### src/rtl/branch_predict_resolve_pkg.sv
// Shared pipeline types for branch prediction and resolution.
//   opcode_t        : RV32I major opcodes (execute-stage decode)
//   funct3_t        : instruction funct3 field
//   branch_cond_t   : branch condition, full funct3 encoding incl. unsigned forms
//   pc_input_sel_t  : next-PC source select
//   bht_ctr_t       : 2-bit saturating BHT counter and its named states
package branch_predict_resolve_pkg;

    typedef enum logic [6:0] {
        OPCODE_LOAD   = 7'b0000011,
        OPCODE_OP_IMM = 7'b0010011,
        OPCODE_AUIPC  = 7'b0010111,
        OPCODE_STORE  = 7'b0100011,
        OPCODE_OP     = 7'b0110011,
        OPCODE_LUI    = 7'b0110111,
        OPCODE_BRANCH = 7'b1100011,
        OPCODE_JALR   = 7'b1100111,
        OPCODE_JAL    = 7'b1101111,
        OPCODE_SYSTEM = 7'b1110011
    } opcode_t;

    typedef logic [2:0] funct3_t;

    typedef enum logic [2:0] {
        BRANCH_COND_EQ  = 3'b000,
        BRANCH_COND_NE  = 3'b001,
        BRANCH_COND_LT  = 3'b100,
        BRANCH_COND_GE  = 3'b101,
        BRANCH_COND_LTU = 3'b110,
        BRANCH_COND_GEU = 3'b111
    } branch_cond_t;

    typedef enum logic [1:0] {
        PC_INPUT_PC_PLUS_4 = 2'b00,
        PC_INPUT_ALU       = 2'b01
    } pc_input_sel_t;

    typedef logic [1:0] bht_ctr_t;

    localparam bht_ctr_t BHT_CTR_SNT = 2'b00;
    localparam bht_ctr_t BHT_CTR_WNT = 2'b01;
    localparam bht_ctr_t BHT_CTR_WT  = 2'b10;
    localparam bht_ctr_t BHT_CTR_ST  = 2'b11;

    // One saturating training step toward the resolved direction.
    function automatic bht_ctr_t bht_ctr_step(input bht_ctr_t ctr, input logic taken);
        bht_ctr_t result;
        result = ctr;
        if (taken) begin
            if (ctr != BHT_CTR_ST) result = bht_ctr_t'(ctr + 2'd1);
        end else begin
            if (ctr != BHT_CTR_SNT) result = bht_ctr_t'(ctr - 2'd1);
        end
        return result;
    endfunction

endpackage

### src/rtl/branch_predict_resolve_cond_eval.sv
// branch_cond_eval: pure combinational branch condition evaluation.
//   funct3   in  : branch funct3
//   eq/lt/ltu in : rs1==rs2, rs1<rs2 signed, rs1<rs2 unsigned
//   taken_c  out : branch condition holds (0 for reserved encodings)
//   legal_c  out : funct3 is one of the six defined branch conditions
module branch_cond_eval
    import branch_predict_resolve_pkg::*;
(
    input  funct3_t funct3,
    input  logic    eq,
    input  logic    lt,
    input  logic    ltu,
    output logic    taken_c,
    output logic    legal_c
);

    always_comb begin
        taken_c = 1'b0;
        legal_c = 1'b1;
        case (funct3)
            BRANCH_COND_EQ:  taken_c = eq;
            BRANCH_COND_NE:  taken_c = ~eq;
            BRANCH_COND_LT:  taken_c = lt;
            BRANCH_COND_GE:  taken_c = ~lt;
            BRANCH_COND_LTU: taken_c = ltu;
            BRANCH_COND_GEU: taken_c = ~ltu;
            default:         legal_c = 1'b0;
        endcase
    end

endmodule

### src/rtl/branch_predict_resolve.sv
// branch_predict_resolve: BHT-based direction prediction for fetch plus
// execute-stage branch resolution, redirect select, mispredict flag and training.
//   clk, reset (sync, active-high)
//   fetch_valid, fetch_pc             : fetch lookup request
//   pred_valid, pred_taken            : registered prediction, 1-cycle latency
//   ex_valid, ex_opcode, ex_funct3,
//   ex_pc, ex_pred_taken              : execute-stage instruction
//   branch_cmp_eq/lt/ltu              : comparator results from execute
//   pc_input_sel                      : combinational next-PC source
//   mispredict                        : registered 1-cycle pulse
// Optional (macro BRANCH_PREDICT_STATS_EN): stat_branches, stat_mispredicts.
module branch_predict_resolve
    import branch_predict_resolve_pkg::*;
#(
    parameter int unsigned XLEN        = 32,
    parameter int unsigned BHT_ENTRIES = 64,
    parameter bht_ctr_t    BHT_INIT    = BHT_CTR_WNT
)
(
    input  logic            clk,
    input  logic            reset,
    input  logic            fetch_valid,
    input  logic [XLEN-1:0] fetch_pc,
    output logic            pred_valid,
    output logic            pred_taken,
    input  logic            ex_valid,
    input  opcode_t         ex_opcode,
    input  funct3_t         ex_funct3,
    input  logic [XLEN-1:0] ex_pc,
    input  logic            ex_pred_taken,
    input  logic            branch_cmp_eq,
    input  logic            branch_cmp_lt,
    input  logic            branch_cmp_ltu,
    output pc_input_sel_t   pc_input_sel,
    output logic            mispredict
`ifdef BRANCH_PREDICT_STATS_EN
    ,
    output logic [31:0]     stat_branches,
    output logic [31:0]     stat_mispredicts
`endif
);

    localparam int unsigned IDX_W = $clog2(BHT_ENTRIES);

    bht_ctr_t         bht [BHT_ENTRIES];
    logic [IDX_W-1:0] fetch_idx;
    logic [IDX_W-1:0] ex_idx;
    logic             cond_taken;
    logic             cond_legal;
    logic             upd_en;
    logic             mispredict_c;
    bht_ctr_t         upd_next;
    bht_ctr_t         fetch_ctr;
    logic             unused_pc_bits;

    assign fetch_idx = fetch_pc[IDX_W+1:2];
    assign ex_idx    = ex_pc[IDX_W+1:2];

    // Word-offset and tag bits do not participate in the index.
    assign unused_pc_bits = ^{fetch_pc[XLEN-1:IDX_W+2], fetch_pc[1:0],
                              ex_pc[XLEN-1:IDX_W+2], ex_pc[1:0]};

    branch_cond_eval u_cond_eval (
        .funct3  (ex_funct3),
        .eq      (branch_cmp_eq),
        .lt      (branch_cmp_lt),
        .ltu     (branch_cmp_ltu),
        .taken_c (cond_taken),
        .legal_c (cond_legal)
    );

    // Resolution, training step and write-first fetch lookup.
    always_comb begin
        upd_en       = ex_valid && (ex_opcode == OPCODE_BRANCH) && cond_legal;
        mispredict_c = upd_en && (cond_taken != ex_pred_taken);
        upd_next     = bht_ctr_step(bht[ex_idx], cond_taken);
        fetch_ctr    = (upd_en && (ex_idx == fetch_idx)) ? upd_next : bht[fetch_idx];
    end

    // Next-PC source for the execute instruction; reserved branch encodings resolve not-taken.
    always_comb begin
        pc_input_sel = PC_INPUT_PC_PLUS_4;
        if (!reset && ex_valid) begin
            case (ex_opcode)
                OPCODE_BRANCH: if (cond_taken) pc_input_sel = PC_INPUT_ALU;
                OPCODE_JAL,
                OPCODE_JALR:   pc_input_sel = PC_INPUT_ALU;
                default:       pc_input_sel = PC_INPUT_PC_PLUS_4;
            endcase
        end
    end

    // BHT storage, prediction and mispredict registers.
    always_ff @(posedge clk) begin
        if (reset) begin
            for (int unsigned i = 0; i < BHT_ENTRIES; i++) begin
                bht[IDX_W'(i)] <= BHT_INIT;
            end
            pred_valid <= 1'b0;
            pred_taken <= 1'b0;
            mispredict <= 1'b0;
        end else begin
            if (upd_en) bht[ex_idx] <= upd_next;
            pred_valid <= fetch_valid;
            pred_taken <= fetch_valid & fetch_ctr[1];
            mispredict <= mispredict_c;
        end
    end

`ifdef BRANCH_PREDICT_STATS_EN
    // Event counters; wrap naturally at 2^32.
    always_ff @(posedge clk) begin
        if (reset) begin
            stat_branches    <= 32'd0;
            stat_mispredicts <= 32'd0;
        end else begin
            if (upd_en)       stat_branches    <= stat_branches + 32'd1;
            if (mispredict_c) stat_mispredicts <= stat_mispredicts + 32'd1;
        end
    end
`endif

endmodule

### config.mk
export PLATFORM = sky130hd
export DESIGN_NAME = branch_predict_resolve
export DESIGN_NICKNAME = d
export VERILOG_FILES = /design/src/rtl/branch_predict_resolve_pkg.sv /design/src/rtl/branch_predict_resolve_cond_eval.sv /design/src/rtl/branch_predict_resolve.sv
export SDC_FILE = /design/constraint.sdc
export NUM_CORES = 1
export LEC_CHECK = 0
export ABC_AREA = 1
export ABC_CLOCK_PERIOD_IN_PS = 3400
export CORE_UTILIZATION = 45
export DETAILED_ROUTE_END_ITERATION = 10
export PLACE_DENSITY = 0.66
export SYNTH_ARGS = -nofsm -noshare
export SYNTH_HDL_FRONTEND = slang
export SYNTH_SLANG_ARGS = --single-unit
### constraint.sdc
create_clock -name clk -period 3.4 [get_ports clk]
set_input_delay 0.34 -clock clk [delete_from_list [all_inputs] [get_ports clk]]
set_output_delay 0.34 -clock clk [all_outputs]
set_load 0.02 [all_outputs]
==> impl_metrics.toml, run 1 <==
[grt]
antenna_found_initial = 0
grt_pass1_wl_um = 34400
grt_use_total_pct = 26.3
grt_pass1_vias = 6467
global_route.overflow_total = 0
grt_max_degree = 71

[synthesis]
ys_warn_count = 0
syn_area_mm2 = 0.00772
ys_seq_area_share_pct = 50.6
syn-num-nets = 1106
synthTopCellsByArea = "edfxtp_1 (50%), nand2_1 (20%), nand3_1 (8.5%), nor2_1 (4.3%), inv_1 (4.1%)"
synth_top_cell_by_area = "edfxtp_1"
ys_types = 31
synth_top_area_share_pct = 49.8
syn_area_per_cell_um2 = 7.54
syn_inst = 1024
synth-seq-cells = 131

[cts]
post_cts_resize_count = 0
cts_inserted_buffers = 17
cts.htree.levels = 4
clockBufferDepth = 2
clockRootBuffer = "clkbuf_16"
cts_hold_buf = 0
clkSlewWorstSetupHoldPaths_ns = 0.05
cts_tree = "done"
cts_sinks = 131
clk_latency_ns = 0.42
postCtsSetupBuffers = 0

[critical_path]
arrival_ns = 2.98
cp.required_ns = 3.53
end_kind = "flip-flop"
critPathKind = "in -> reg"
cp_max_fo = 52
cp-start-kind = "input pin"
r2r_start = "bht[56][1]"
r2r_setup_slack_ns = 1.07
endpoint = "bht[48][0]"
worstSetupStartpoint = "ex_pc[3]"
reg2regPathDepth = 11
timing.rr.end = "bht[48][0]"

[placement]
placed_cells = 1248
dp_slack_ns = 0.251
port_buffers = 33
place_congestion = 0.916
dpl.hpwl_um = 14000

[cells_and_area]
fin_cells = 1280
final_cell_mix = "nand2_1 (412), nand3_1 (131), edfxtp_1 (128)"
antenna_cells = 0
final_common_cell = "nand2_1"
final_core_util_pct = 53.6
syn_to_final_growth_pct = 15.6
nNetsFinal = 1129
final_layout_size_suffix_gt1_share_pct = 8.21

[power_and_ir_drop]
seq_power_share_pct = 43.5
p_clk_share_pct = 42.0
netSwitchingPower_w = 0.00111
combinationalPowerShare_pct = 14.5
internal-power_w = 0.00305
p_leak_nw = 3.73
swShare_pct = 26.6
ir_drop_mv = 0.365
power_density_mw_per_mm2 = 466
power.total_w = 0.00416

[detailed_routing]
first_iter_violations = 729
routedWlPerCell_um = 17.6
viasPerCell = 5.45
routed_wl_um = 22500
vias = 6976
drc_errors = 0
ant_nets = 0
dr.pass1.iters = 7

[sta]
tightestPinTransition_ns = 0.814
slew_viol_final = 0
skew_ns = 0.00867
final-setup-viol-count = 0
fin_ws_ns = 0.550
maxSlewHeadroom_pct = 45.7
min_period_ns = 2.85
hold_viol_final = 0
rsz0062_at_grt = "false"
fmax_mhz = 351
fin_setup_tns_ns = 0
period_share_pct = 83.8

[die]
initial_core_util_pct = 46.4
core-area_mm2 = 0.0166
die_h_um = 133
die_area_mm2 = 0.0177
rows = 47
ios = 87
die_w_um = 133

[status]
outcome = "completed"

[flow_run]
drv_cap = 0

[worst_hold_path]
hold_class = "in -> reg"
-- cells in the mapped netlist --
cell	count
a21boi_1	1
a21oi_1	30
buf_1	2
buf_2	20
buf_4	7
buf_6	6
clkbuf_1	35
clkbuf_2	1
clkinv_1	1
conb_1	1
dfxtp_1	3
edfxtp_1	128
inv_1	84
inv_2	4
nand2_1	413
nand3_1	131
nand3b_1	2
nand4_1	2
nor2_1	89
nor2_2	3
nor3_1	3
nor3_2	7
nor4_1	1
o2111a_1	1
o211ai_1	1
o21ai_0	31
o21ai_1	10
o22ai_1	1
or2_0	3
xnor2_1	2
xor2_1	1
-- worst max-delay path, stage by stage --
cell	delay (ns)
clkdlybuf4s50_1	0.78
nor2_2	0.15
buf_12	0.18
nand3_1	0.08
nand2_1	0.07
o21ai_1	0.27
nand2_1	0.12
nor2_1	0.13
nand3_1	0.21
a21boi_4	0.25
buf_12	0.25
nand3_1	0.11
-- metrics by stage --
| step | hold slack (ns) | instance area [um2] |
|---|---|---|
| final | 0.481 | 8920 |
| after floorplan | 0.456 | 7720 |
| after global routing | 0.513 | 8920 |
| after detailed placement | 0.914 | 8370 |
| after CTS | 0.476 | 8920 |
| after global placement | 0.908 | 8370 |
-- state kept, by name, summed over array words and instances (netlist names) --
register    cells
mispredict      1
pred_taken      1
pred_valid      1
bht           128
-- cells by family (layout without fill, tap and decap cells) --
kind of cell	count (synthesis)	in the layout	share of synthesized area (%)
other	1	1	0.0486
buffers and inverters	160	196	9.05
xor gates and xnor gates	3	3	0.341
and+or+nand+nor	654	654	34.9
AOI/OAI and AO/OA	75	75	5.03
DFF	131	131	50.6
-- layout make-up --
cell class / instances / area, um2
multi-input combinational: 733 / 3130
timing repair buffer: 75 / 728
sequential: 131 / 3900
clock inverter: 11 / 113
fill: 1598 / 7720
clock buffer: 21 / 440
inverter: 89 / 334
tap: 220 / 275
-- worst min-delay path by stage --
stage | startpoint | to | slack [ns] | cells past startpoint
final | fetch_valid | pred_valid | 0.48 | 3
after CTS | fetch_valid | pred_valid | 0.48 | 3
after floorplan | fetch_valid | pred_valid | 0.46 | 2
after global routing | fetch_valid | pred_valid | 0.51 | 3
after detailed placement | ex_pred_taken | mispredict | 0.91 | 3
after global placement | ex_pred_taken | mispredict | 0.91 | 3
-- per-layer routing --
metal | vias to the layer above | GRT usage [%] | wire length [um]
met5 | - | 0 | 0
met4 | 0 | 12.8 | 902
met3 | 74 | 5.90 | 2150
met2 | 365 | 41.6 | 10300
met1 | 3181 | 34.0 | 9140
li1 | 3356 | - | -
-- power by group through the flow --
stage               Clock, W  Sequential, W  Combinational (W)
floorplan                  0        0.00184           0.000392
CTS                  0.00176        0.00181           0.000597
detailed placement         0        0.00184           0.000594
finish               0.00175        0.00181           0.000603
global placement           0        0.00184           0.000590
global route         0.00183        0.00181           0.000651
Power figures use the tool's default switching activity.
==> run 2: changes to the inputs <==
Settings changed: ABC_CLOCK_PERIOD_IN_PS 3400 to 2600, PLACE_DENSITY 0.66 to 0.69.
Clock period 3.4 ns to 2.6 ns, I/O delays scaled along.
==> impl_metrics.toml, run 2 (synthesis results as in run 1) <==
[die]
die_w_um = 133
core-area_mm2 = 0.0166
die_h_um = 133
die_area_mm2 = 0.0177
ios = 87
initial_core_util_pct = 46.4
rows = 47

[cells_and_area]
antenna_cells = 0
nNetsFinal = 1155
final_core_util_pct = 55.5
final_cell_mix = "nand2_1 (412), nand3_1 (131), edfxtp_1 (128)"
syn_to_final_growth_pct = 19.8
seq_area_mm2 = 0.00390
largest_register_ffs = 128
final_common_cell = "nand2_1"
nFillCells = 1521
top_register = "bht"
multiInputGateArea_mm2 = 0.00313
final_layout_size_suffix_gt1_share_pct = 10.3

[power_and_ir_drop]
p_clk_share_pct = 43.4
netSwitchingPower_w = 0.00144
combinationalPowerShare_pct = 14.7
swShare_pct = 25.5
internal-power_w = 0.00421
seq_power_share_pct = 41.9
power_density_mw_per_mm2 = 612
p_leak_nw = 3.91
ir_drop_mv = 0.502

[flow_run]
drv_cap = 0

[detailed_routing]
drc_errors = 0
ant_nets = 0
routedWlPerCell_um = 16.8
dr.pass1.iters = 5
routed_wl_um = 21900
first_iter_violations = 770
vias = 7069
viasPerCell = 5.41

[sta]
final-setup-viol-count = 0
tightestPinTransition_ns = 0.819
fmax_mhz = 421
slew_viol_final = 0
hold_ws_ns = 0.416
hold_viol_final = 0
skew_ns = 0.0113
maxSlewHeadroom_pct = 45.4
min_period_ns = 2.37
rsz0062_at_grt = "false"
period_share_pct = 91.3

[placement]
dpl.hpwl_um = 14600
port_buffers = 33
place_congestion = 0.920

[critical_path]
r2r_start = "bht[6][1]"
critPathKind = "in -> reg"
end_kind = "flip-flop"
worstSetupStartpoint = "ex_pc[3]"
cpMaxStageDelayCell = "clkdlybuf4s50_1"
slowest_delay_ns = 0.45
arrival_ns = 2.55
timing.rr.end = "bht[23][0]"
path_cells = "clkdlybuf4s50_1, buf_4, nor2_2, buf_4, nand3_1, nand2_1, o21ai_1, nand2_1, nor2_1, nand3_1, a21boi_4, buf_12, nand3_1"
cp.required_ns = 2.77
crit_family = "buffers and inverters"
cp_num_buf_inv = 4
r2r_setup_slack_ns = 0.39
cp_max_fo = 36
cp-start-kind = "input pin"
reg2regPathDepth = 11
crit_top_cell = "nand3_1"

[cts]
clk_latency_ns = 0.43
cts_hold_buf = 0
cts.htree.levels = 4
cts_tree = "done"
clkSlewWorstSetupHoldPaths_ns = 0.06
post_cts_resize_count = 0
clockRootBuffer = "clkbuf_16"
clockBufferDepth = 2
cts_inserted_buffers = 17
cts_sinks = 131
postCtsSetupBuffers = 0

[worst_hold_path]
hold_depth = 3
min-delay-start = "ex_pred_taken"
hold_class = "in -> reg"
hold_path_end = "mispredict"

[grt]
grt_pass1_vias = 6553
global_route.overflow_total = 0
grt_use_total_pct = 26.0
antenna_found_initial = 0
grt_pass1_wl_um = 34500
grt_max_degree = 66

[status]
outcome = "completed"
run 2: worst max path at each step:
stage | endpoint | slack [ns] | cells after the start
after floorplan | bht[10][0] | 0.57 | 14
after global placement | bht[1][0] | -0.15 | 13
after detailed placement | bht[23][0] | -0.17 | 13
after CTS | pc_input_sel[0] | 0.22 | 9
after global routing | bht[11][0] | 0.08 | 13
final | bht[23][0] | 0.23 | 13
run 2: worst register-to-register path, delay by kind of cell, from the launching register on:
kind	cells	cell delay (ns)
and+or+nand+nor	8	0.82
AOI/OAI and AO/OA	2	0.49
DFF	1	0.41
buffers and inverters	1	0.24
run 2: per-layer routing:
layer  part of all wire [%]  global-route usage [%]  vias to the layer above
li1                       -                       -                     3404
met1                     42                    33.9                     3294
met2                     47                    42.1                      324
met3                    8.2                    4.60                       47
met4                    3.6                    12.3                        0
met5                      0                       0                        -
run 2: cell type report:
| cell class | count | share of cell area (%) |
|---|---|---|
| repair buffers | 101 | 10.8 |
| multi-input cells | 733 | 33.9 |
| clock inverters | 13 | 1.79 |
| flip-flops and latches | 131 | 42.2 |
| well taps | 220 | 2.98 |
| clock buffers | 19 | 4.69 |
| inverters | 89 | 3.62 |
run 2: metrics by stage:
stage                     setup TNS, ns  cells  instance area, um2  worst slack [ns]  power (W)
after floorplan                       0   1024                7720             0.573    0.00292
after global placement            -8.97   1274                8640            -0.147    0.00322
after detailed placement         -11.49   1274                8640            -0.175    0.00323
after CTS                             0   1306                9240             0.215    0.00566
after global routing                  0   1306                9240            0.0791    0.00583
final                                 0   1306                9240             0.226    0.00565
run 2: power groups by stage:
stage	Sequential [W]	Combinational, W	Clock (W)
floorplan	0.00241	0.000512	0
global placement	0.00241	0.000807	0
detailed placement	0.00241	0.000819	0
CTS	0.00237	0.000822	0.00247
global route	0.00237	0.000898	0.00256
finish	0.00237	0.000830	0.00246
